$ cat config.mk
export PLATFORM = sky130hd
export DESIGN_NAME = mips_alu_md
export DESIGN_NICKNAME = d
export VERILOG_FILES = /design/src/rtl/mips_alu_md.sv
export SDC_FILE = /design/constraint.sdc
export NUM_CORES = 1
export LEC_CHECK = 0
export ABC_AREA = 1
export CELL_PAD_IN_SITES_DETAIL_PLACEMENT = 1
export CELL_PAD_IN_SITES_GLOBAL_PLACEMENT = 1
export CORE_MARGIN = 2
export CORE_UTILIZATION = 41
export CTS_BUF_LIST = sky130_fd_sc_hd__clkbuf_8
export CTS_CLUSTER_SIZE = 20
export DETAILED_ROUTE_END_ITERATION = 8
export GPL_TIMING_DRIVEN = 0
export PLACE_DENSITY_LB_ADDON = 0.1
export SETUP_SLACK_MARGIN = 0.3
export SLEW_MARGIN = 20
export SYNTH_ARGS = -nofsm -noshare
export SYNTH_HDL_FRONTEND = slang
export SYNTH_SLANG_ARGS = --single-unit
$ cat constraint.sdc
create_clock -name clk -period 3.21 [get_ports clk]
set_clock_uncertainty 0.15 [all_clocks]
set_input_delay 0.642 -clock clk [delete_from_list [all_inputs] [get_ports clk]]
set_output_delay 0.642 -clock clk [all_outputs]
set_load 0.02 [all_outputs]
$ cat src/rtl/mips_alu_md.sv
// Registered MIPS EX-stage ALU with OpALU/funct decode, plus an iterative
// shift-add multiplier / restoring divider writing the HI/LO pair.
module mips_alu_md #(
    parameter int WIDTH = 32,
    parameter bit MD_EN = 1'b1
) (
    input  logic             clk,
    input  logic             rst_n,
    input  logic             start,
    input  logic [1:0]       OpALU,
    input  logic [5:0]       funct,
    input  logic [WIDTH-1:0] a,
    input  logic [WIDTH-1:0] b,
    output logic [WIDTH-1:0] outputULA,
    output logic             zero,
    output logic             done,
    output logic             busy,
    output logic             illegal,
    output logic             div0
);

    localparam int CW = $clog2(WIDTH + 1);
    localparam logic [CW-1:0]    LAST = CW'(WIDTH - 1);
    localparam logic [WIDTH-1:0] ONE  = WIDTH'(1);

    localparam logic [1:0] S_IDLE = 2'd0;
    localparam logic [1:0] S_MUL  = 2'd1;
    localparam logic [1:0] S_DIV  = 2'd2;
    localparam logic [1:0] S_FIN  = 2'd3;

    localparam logic [5:0] F_ADD   = 6'b100000;
    localparam logic [5:0] F_ADDU  = 6'b100001;
    localparam logic [5:0] F_SUB   = 6'b100010;
    localparam logic [5:0] F_SUBU  = 6'b100011;
    localparam logic [5:0] F_AND   = 6'b100100;
    localparam logic [5:0] F_OR    = 6'b100101;
    localparam logic [5:0] F_XOR   = 6'b100110;
    localparam logic [5:0] F_NOR   = 6'b100111;
    localparam logic [5:0] F_SLT   = 6'b101010;
    localparam logic [5:0] F_SLTU  = 6'b101011;
    localparam logic [5:0] F_MULT  = 6'b011000;
    localparam logic [5:0] F_MULTU = 6'b011001;
    localparam logic [5:0] F_DIV   = 6'b011010;
    localparam logic [5:0] F_DIVU  = 6'b011011;
    localparam logic [5:0] F_MFHI  = 6'b010000;
    localparam logic [5:0] F_MFLO  = 6'b010010;

    logic [1:0]       state;
    logic [CW-1:0]    count;
    logic [WIDTH-1:0] hi;
    logic [WIDTH-1:0] lo;
    logic [WIDTH-1:0] acc_hi;
    logic [WIDTH-1:0] acc_lo;
    logic [WIDTH-1:0] opnd;
    logic [WIDTH-1:0] a_saved;
    logic             neg_res;
    logic             neg_rem;
    logic             div_zero;

    logic [WIDTH-1:0] sc_result;
    logic             sc_illegal;
    logic             md_req;
    logic             md_div;
    logic             md_signed;
    logic             a_neg;
    logic             b_neg;
    logic [WIDTH-1:0] a_mag;
    logic [WIDTH-1:0] b_mag;

    logic [WIDTH:0]     add_sum;
    logic [2*WIDTH-1:0] mul_next;
    logic [WIDTH:0]     shifted;
    logic               ge;
    logic [WIDTH-1:0]   diff;
    logic [WIDTH-1:0]   rem_next;
    logic [WIDTH-1:0]   quo_next;
    logic [2*WIDTH-1:0] prod_s;
    logic [WIDTH-1:0]   hi_fin;
    logic [WIDTH-1:0]   lo_fin;

    assign busy = (state == S_MUL) || (state == S_DIV);
    assign zero = (outputULA == '0);

    always_comb begin
        sc_result  = '0;
        sc_illegal = 1'b0;
        md_req     = 1'b0;
        md_div     = 1'b0;
        md_signed  = 1'b0;
        case (OpALU)
            2'b00: sc_result = a + b;
            2'b01: sc_result = a - b;
            2'b10: begin
                case (funct)
                    F_ADD, F_ADDU: sc_result = a + b;
                    F_SUB, F_SUBU: sc_result = a - b;
                    F_AND:  sc_result = a & b;
                    F_OR:   sc_result = a | b;
                    F_XOR:  sc_result = a ^ b;
                    F_NOR:  sc_result = ~(a | b);
                    F_SLT:  sc_result = ($signed(a) < $signed(b)) ? ONE : '0;
                    F_SLTU: sc_result = (a < b) ? ONE : '0;
                    F_MFHI: begin
                        if (MD_EN) sc_result = hi;
                        else       sc_illegal = 1'b1;
                    end
                    F_MFLO: begin
                        if (MD_EN) sc_result = lo;
                        else       sc_illegal = 1'b1;
                    end
                    F_MULT, F_MULTU, F_DIV, F_DIVU: begin
                        if (MD_EN) begin
                            md_req    = 1'b1;
                            md_div    = funct[1];
                            md_signed = ~funct[0];
                        end else begin
                            sc_illegal = 1'b1;
                        end
                    end
                    default: sc_illegal = 1'b1;
                endcase
            end
            default: sc_illegal = 1'b1;
        endcase
    end

    // Both engines work on magnitudes; the sign fix-up happens once at FIN.
    always_comb begin
        a_neg = md_signed & a[WIDTH-1];
        b_neg = md_signed & b[WIDTH-1];
        a_mag = a_neg ? (~a + ONE) : a;
        b_mag = b_neg ? (~b + ONE) : b;
    end

    // acc_lo holds the multiplier (mul) or the dividend shifting into the quotient (div).
    always_comb begin
        add_sum  = {1'b0, acc_hi} + (acc_lo[0] ? {1'b0, opnd} : '0);
        mul_next = {add_sum, acc_lo[WIDTH-1:1]};
        shifted  = {acc_hi, acc_lo[WIDTH-1]};
        ge       = (shifted >= {1'b0, opnd});
        diff     = shifted[WIDTH-1:0] - opnd;
        rem_next = ge ? diff : shifted[WIDTH-1:0];
        quo_next = {acc_lo[WIDTH-2:0], ge};
    end

    always_comb begin
        prod_s = neg_res ? (~mul_next + 1'b1) : mul_next;
        hi_fin = '0;
        lo_fin = '0;
        if (state == S_MUL) begin
            {hi_fin, lo_fin} = prod_s;
        end else if (div_zero) begin
            hi_fin = a_saved;
            lo_fin = '1;
        end else begin
            hi_fin = neg_rem ? (~rem_next + ONE) : rem_next;
            lo_fin = neg_res ? (~quo_next + ONE) : quo_next;
        end
    end

    // FIN behaves like IDLE for new requests, so a start on that edge is taken.
    always_ff @(posedge clk or negedge rst_n) begin
        if (!rst_n) begin
            state     <= S_IDLE;
            count     <= '0;
            outputULA <= '0;
            done      <= 1'b0;
            illegal   <= 1'b0;
            div0      <= 1'b0;
            hi        <= '0;
            lo        <= '0;
            acc_hi    <= '0;
            acc_lo    <= '0;
            opnd      <= '0;
            a_saved   <= '0;
            neg_res   <= 1'b0;
            neg_rem   <= 1'b0;
            div_zero  <= 1'b0;
        end else begin
            done <= 1'b0;
            case (state)
                S_IDLE, S_FIN: begin
                    state <= S_IDLE;
                    if (start) begin
                        if (md_req) begin
                            state    <= md_div ? S_DIV : S_MUL;
                            count    <= '0;
                            acc_hi   <= '0;
                            acc_lo   <= md_div ? a_mag : b_mag;
                            opnd     <= md_div ? b_mag : a_mag;
                            a_saved  <= a;
                            neg_res  <= a_neg ^ b_neg;
                            neg_rem  <= a_neg;
                            div_zero <= md_div && (b == '0);
                        end else begin
                            outputULA <= sc_result;
                            illegal   <= sc_illegal;
                            div0      <= 1'b0;
                            done      <= 1'b1;
                        end
                    end
                end
                S_MUL, S_DIV: begin
                    count <= count + 1'b1;
                    if (state == S_MUL) begin
                        {acc_hi, acc_lo} <= mul_next;
                    end else begin
                        acc_hi <= rem_next;
                        acc_lo <= quo_next;
                    end
                    if (count == LAST) begin
                        state     <= S_FIN;
                        hi        <= hi_fin;
                        lo        <= lo_fin;
                        outputULA <= lo_fin;
                        illegal   <= 1'b0;
                        div0      <= div_zero;
                        done      <= 1'b1;
                    end
                end
                default: state <= S_IDLE;
            endcase
        end
    end

endmodule

==> impl_metrics.yaml, run 1 <==
outcome:
  status: "did not finish"
  lastStage: "global routing (5_1_grt)"
  error_line: "[ERROR GRT-0232] Routing congestion too high. Check the congestion heatmap in the GUI."
clock_network:
  cts_buffer_depth: 3
  cts_buffers: 46
  cts_root_buf: "clkbuf_8"
  htreeDepth: 2
  cts_sinks: 238
synth:
  syn_area_um2: 27100
  ys_seq_area_frac: 0.220
  syn_avg_cell_area_um2: 6.14
  yosysWarningCount: 0
  synth_seq_cells: 238
  synth-async-reset-ratio: 1.00
  synth-edff-count: 0
  yosys_most_used_dff: "dfrtp_1"
  syn-num-nets: 4666
  synth_cells: 4417
  synth_cell_types: 71
floorplan:
  io_pins: 112
  initial_utilization: 0.413
  rows: 94
  die_width_um: 261
  die_h_um: 261
timing:
  crit_endpoint: "hi[28]$_DFFE_PN0P_/D"
  worst-ep-kind: "register data pin"
placement:
  port_buffers: 110
  dp_hpwl_um: 146000
  gp_congestion: 1.13
global_routing:
  grtUsageTotal: 0.713
  grt_max_degree: 95
  grt_overflow_total: 220
## synthesized netlist by cell type (6+ instances only)
cell,number,area share
a2bb2oi_1,6,0.0019
nand2_2,23,0.0053
buf_2,8,0.0015
nand3_1,321,0.059
buf_1,15,0.0021
o21a_1,9,0.0025
inv_2,12,0.0017
dfrtp_1,238,0.22
o22ai_1,25,0.0058
clkinv_1,8,0.0011
nand2_1,1034,0.14
a211oi_1,7,0.0019
a221oi_1,8,0.0026
o21ai_2,7,0.0023
a21boi_1,10,0.0028
nor2_2,15,0.0035
or2_2,15,0.0035
o21ai_1,16,0.0030
a21oi_1,305,0.056
o21bai_1,16,0.0044
xor2_1,97,0.031
a21o_1,13,0.0036
xnor2_1,10,0.0032
o2111ai_1,14,0.0045
a21boi_0,6,0.0017
nand4_1,48,0.011
a22oi_1,31,0.0086
inv_1,587,0.081
ha_1,170,0.078
clkbuf_1,149,0.021
o221ai_1,37,0.012
o31ai_1,21,0.0058
nand3b_1,18,0.0050
a2111oi_0,9,0.0029
nor2_1,480,0.066
a31oi_1,43,0.0099
nor3_1,58,0.011
nor4_1,19,0.0044
o221a_2,6,0.0025
o211ai_1,42,0.012
o21ai_0,389,0.072
## metrics by stage
stage / instances / worst slack, ns / instance area (um^2) / hold slack (ns)
after floorplan: 4417 / 0.174 / 27700 / 0.196
after global placement: 5391 / -10.68 / 29900 / 0.315
after detailed placement: 5393 / -2.03 / 30000 / 0.325
after CTS: 5623 / -0.366 / 35000 / 0.239
## layer usage
layer,global-route usage,overflow
met5,0.210,1
met4,0.697,93
met1,0.718,3
met3,0.521,1
met2,0.914,122
## cells by family after synthesis
| logic type | after synthesis | share of synthesized area |
|---|---|---|
| flip-flops | 238 | 0.220 |
| AO/OA/AOI/OAI | 1053 | 0.230 |
| buffers and inverters | 786 | 0.111 |
| XOR/XNOR | 107 | 0.0346 |
| AND/OR/NAND/NOR | 2059 | 0.323 |
| adder cells (fa/ha/maj) | 174 | 0.0814 |
## repair_timing
item | in CTS
buffers inserted | 143
gates resized for setup | 1014
pin swaps | 133
hold buffers | 1
endpoints found under the setup margin | 215
cloned | 2
hold endpoints to repair | 57
==> run 2, diff against run 1 <==
==> config.mk (replaced) <==
export PLATFORM = sky130hd
export DESIGN_NAME = mips_alu_md
export DESIGN_NICKNAME = d
export VERILOG_FILES = /design/src/rtl/mips_alu_md.sv
export SDC_FILE = /design/constraint.sdc
export NUM_CORES = 1
export LEC_CHECK = 0
export ABC_AREA = 1
export CORE_MARGIN = 2
export CORE_UTILIZATION = 40
export DETAILED_ROUTE_END_ITERATION = 8
export GPL_TIMING_DRIVEN = 0
export PLACE_DENSITY_LB_ADDON = 0.15
export SLEW_MARGIN = 20
export SYNTH_ARGS = -nofsm -noshare
export SYNTH_HDL_FRONTEND = slang
export SYNTH_SLANG_ARGS = --single-unit
==> constraint.sdc (replaced) <==
create_clock -name clk -period 4.2 [get_ports clk]
set_clock_uncertainty 0.15 [all_clocks]
set_input_delay 0.84 -clock clk [delete_from_list [all_inputs] [get_ports clk]]
set_output_delay 0.84 -clock clk [all_outputs]
set_load 0.02 [all_outputs]
==> impl_metrics.yaml, run 2 <==
worst_setup_path:
  r2r-end: "outputULA[8]"
  critPathTopFamily: "compound AO/OA/AOI/OAI gates"
  critPathSlowestCell: "clkdlybuf4s50_1"
  reg2reg_slack_ns: -0.07
  cp_data_arrival_time_ns: 4.63
  startpoint_type: "input port"
  setup.worst_path.end_class: "register"
  r2r_cells: 20
  critPathRequiredTime_ns: 4.53
  cp.buffers_inverters: 3
  crit_chain: "clkdlybuf4s50_1 -> inv_1 -> ha_1 -> inv_1 -> a21oi_1 -> o21a_1 -> o21ai_0 -> a21oi_2 -> nand3_1 -> nand3_1 -> nand2_1 -> o21ai_0 -> nand2_2 -> o211ai_1 -> nand2_1"
  worst-path-max-fanout: 8
  slowest_delay_ns: 0.78
  path_class: "input port to register"
  rr_startpoint: "opnd[28]"
finish:
  final_cell_mix: "1,015 x nand2_1, 574 x inv_1, 456 x nor2_1"
  area_growth_pct: 16.0
  final_cells: 5476
  fill_cells: 7326
  layout.nets: 4824
  mostFrequentLayoutCell: "nand2_1"
  drive_gt1_frac: 0.0844
run:
  maxCapViolations: 0
synth:
  synthMuxAreaShare: 0
  synth_fa_ha_area_frac: 0.0814
  ys_top_cells_by_area: "dfrtp_1 22%, nand2_1 14%, inv_1 8.1%"
  synth_cells: 4417
  synth-edff-count: 0
  synth_top_family_by_area: "simple AND/OR/NAND/NOR gates"
  synth_top_area_frac: 0.220
  synthXorXnorAreaFrac: 0.0346
  synth_seq_cells: 238
  syn_avg_cell_area_um2: 6.14
  yosys.area_share.simple: 0.323
  yosys_most_used_dff: "dfrtp_1"
  ys_seq_area_frac: 0.220
  syn-num-nets: 4666
  yosysTopAreaCell: "dfrtp_1"
  yosysMostFrequentCell: "nand2_1"
  syn_area_um2: 27100
  yosys-top-cells-count: "1,034 x nand2_1, 587 x inv_1, 480 x nor2_1"
  synth-compound-area-share: 0.230
  synth_cell_types: 71
  synth-async-reset-ratio: 1.00
  yosysWarningCount: 0
timing:
  final_max_slew_viol_count: 0
  period_minus_slack_ns: 4.30
  slew_headroom: 0.156
  grt_setup_unrepaired: "true"
  min_period_over_period: 1.02
  finalHoldViolCount: 0
  tightest_slew_ns: 1.27
  setup_ws_ns: -0.0958
  setup_viol: 5
  fmax_ghz: 0.233
floorplan:
  core_area_um2: 67200
  initial_utilization: 0.404
  io_pins: 112
  rows: 95
  die-area_um2: 69900
  die_h_um: 264
  die_width_um: 264
power:
  power_leakage_nw: 14.9
  irDropWorstVdd_uv: 364
  p_total_mw: 19.4
  powerDensity_nw_per_um2: 617
clock_network:
  cts_buffer_depth: 3
  cts_sinks: 238
  cts_buffers: 30
  cts.clk_slew.worst_paths_ns: 0.06
  htreeDepth: 1
  cts_hold_buf: 0
  cts_tree: "yes"
  insertion_delay_ns: 0.61
  cts_root_buf: "clkbuf_16"
global_routing:
  grtUsageTotal: 0.469
  grt_pass1_wl_um: 234000
  grt_max_degree: 97
  grt_pass1_vias: 31724
  antenna_found_initial: 7
  grt_overflow_total: 0
drt:
  detail_route.wl_per_cell_um: 30.7
  drc: 0
  drt_wl_total_um: 168000
  avgViaCountPerCell: 6.20
  drtAntennaViolNets: 0
  drtIter0Drc: 4769
  vias: 33947
  drt_pass1_iterations: 6
placement:
  dp_hpwl_um: 140000
  dp.cells: 5403
  port_buffers: 110
  gp_congestion: 1.10
min_path:
  hold_path_class: "input port to async pin"
outcome:
  status: "finished with violations"
  violations: "negative setup slack"
==> run 2: cell counts after synthesis <==
No cell type changed its count.
==> run 2: where the power goes <==
group	leakage (nW)	switching [mW]	internal [mW]	total, mW
Sequential	3.01	0.932	2.76	3.69
Clock	0.507	1.20	1.67	2.87
Combinational	11.4	9.14	3.72	12.9
==> run 2: routing by layer <==
metal	track usage	vias to the layer above	routed length [um]
met2	0.703	2279	69600
li1	-	15041	-
met3	0.116	608	18100
met5	0.000693	-	43
met1	0.562	16013	61800
met4	0.405	6	18500
==> run 2: timing repair <==
action / 4_1_cts / 5_1_grt
setup buffers: 6 / 22
pin swaps: 6 / 18
gates cloned: 0 / 1
endpoints found under the setup margin: 151 / 75
resized for setup: 104 / 157
==> run 2: per-stage QoR <==
stage                     hold slack [ns]  cell area, um^2  worst slack, ns   util  TNS (ns)
after floorplan                     0.299            27100            0.689      -         0
after global placement              0.317            29300            -8.82  0.437  -2212.97
after detailed placement            0.323            29400            -1.45  0.438   -120.82
after CTS                           0.117            30800          -0.0161  0.458   -0.0161
after global routing                0.143            31500           -0.163  0.468    -0.676
final                              0.0842            31500          -0.0958  0.469    -0.208
==> run 2: cells by family after synthesis <==
kind of cell,count (synthesis)
AOI/OAI and AO/OA,1053
adders and majority gates,174
buffers and inverters,786
and+or+nand+nor,2059
DFF,238
xor gates and xnor gates,107
==> run 2: how the worst max path moves through the flow <==
stage	start	to	slack [ns]	cells after the start
finish	a[27]	outputULA[0]	-0.1	15
global route	acc_lo[0]	hi[31]	-0.16	24
CTS	opnd[25]	outputULA[28]	-0.02	20
detailed placement	OpALU[1]	acc_lo[1]	-1.45	15
global placement	rst_n	done	-8.82	1
floorplan	acc_hi[7]	outputULA[18]	0.69	22
==> run 2: area by class of cell <==
type                       count  area [um^2]  share of cell area
multi-input combinational   3393        18900               0.600
sequential                   238         5980               0.190
inverter                     607         2310              0.0733
timing repair buffer         142         1420              0.0450
tap                          873         1090              0.0347
clock buffer                  39          845              0.0268
buffer                       163          719              0.0229
clock inverter                17          221             0.00704
antenna                        4         10.0            0.000318
Power figures use the tool's default switching activity.
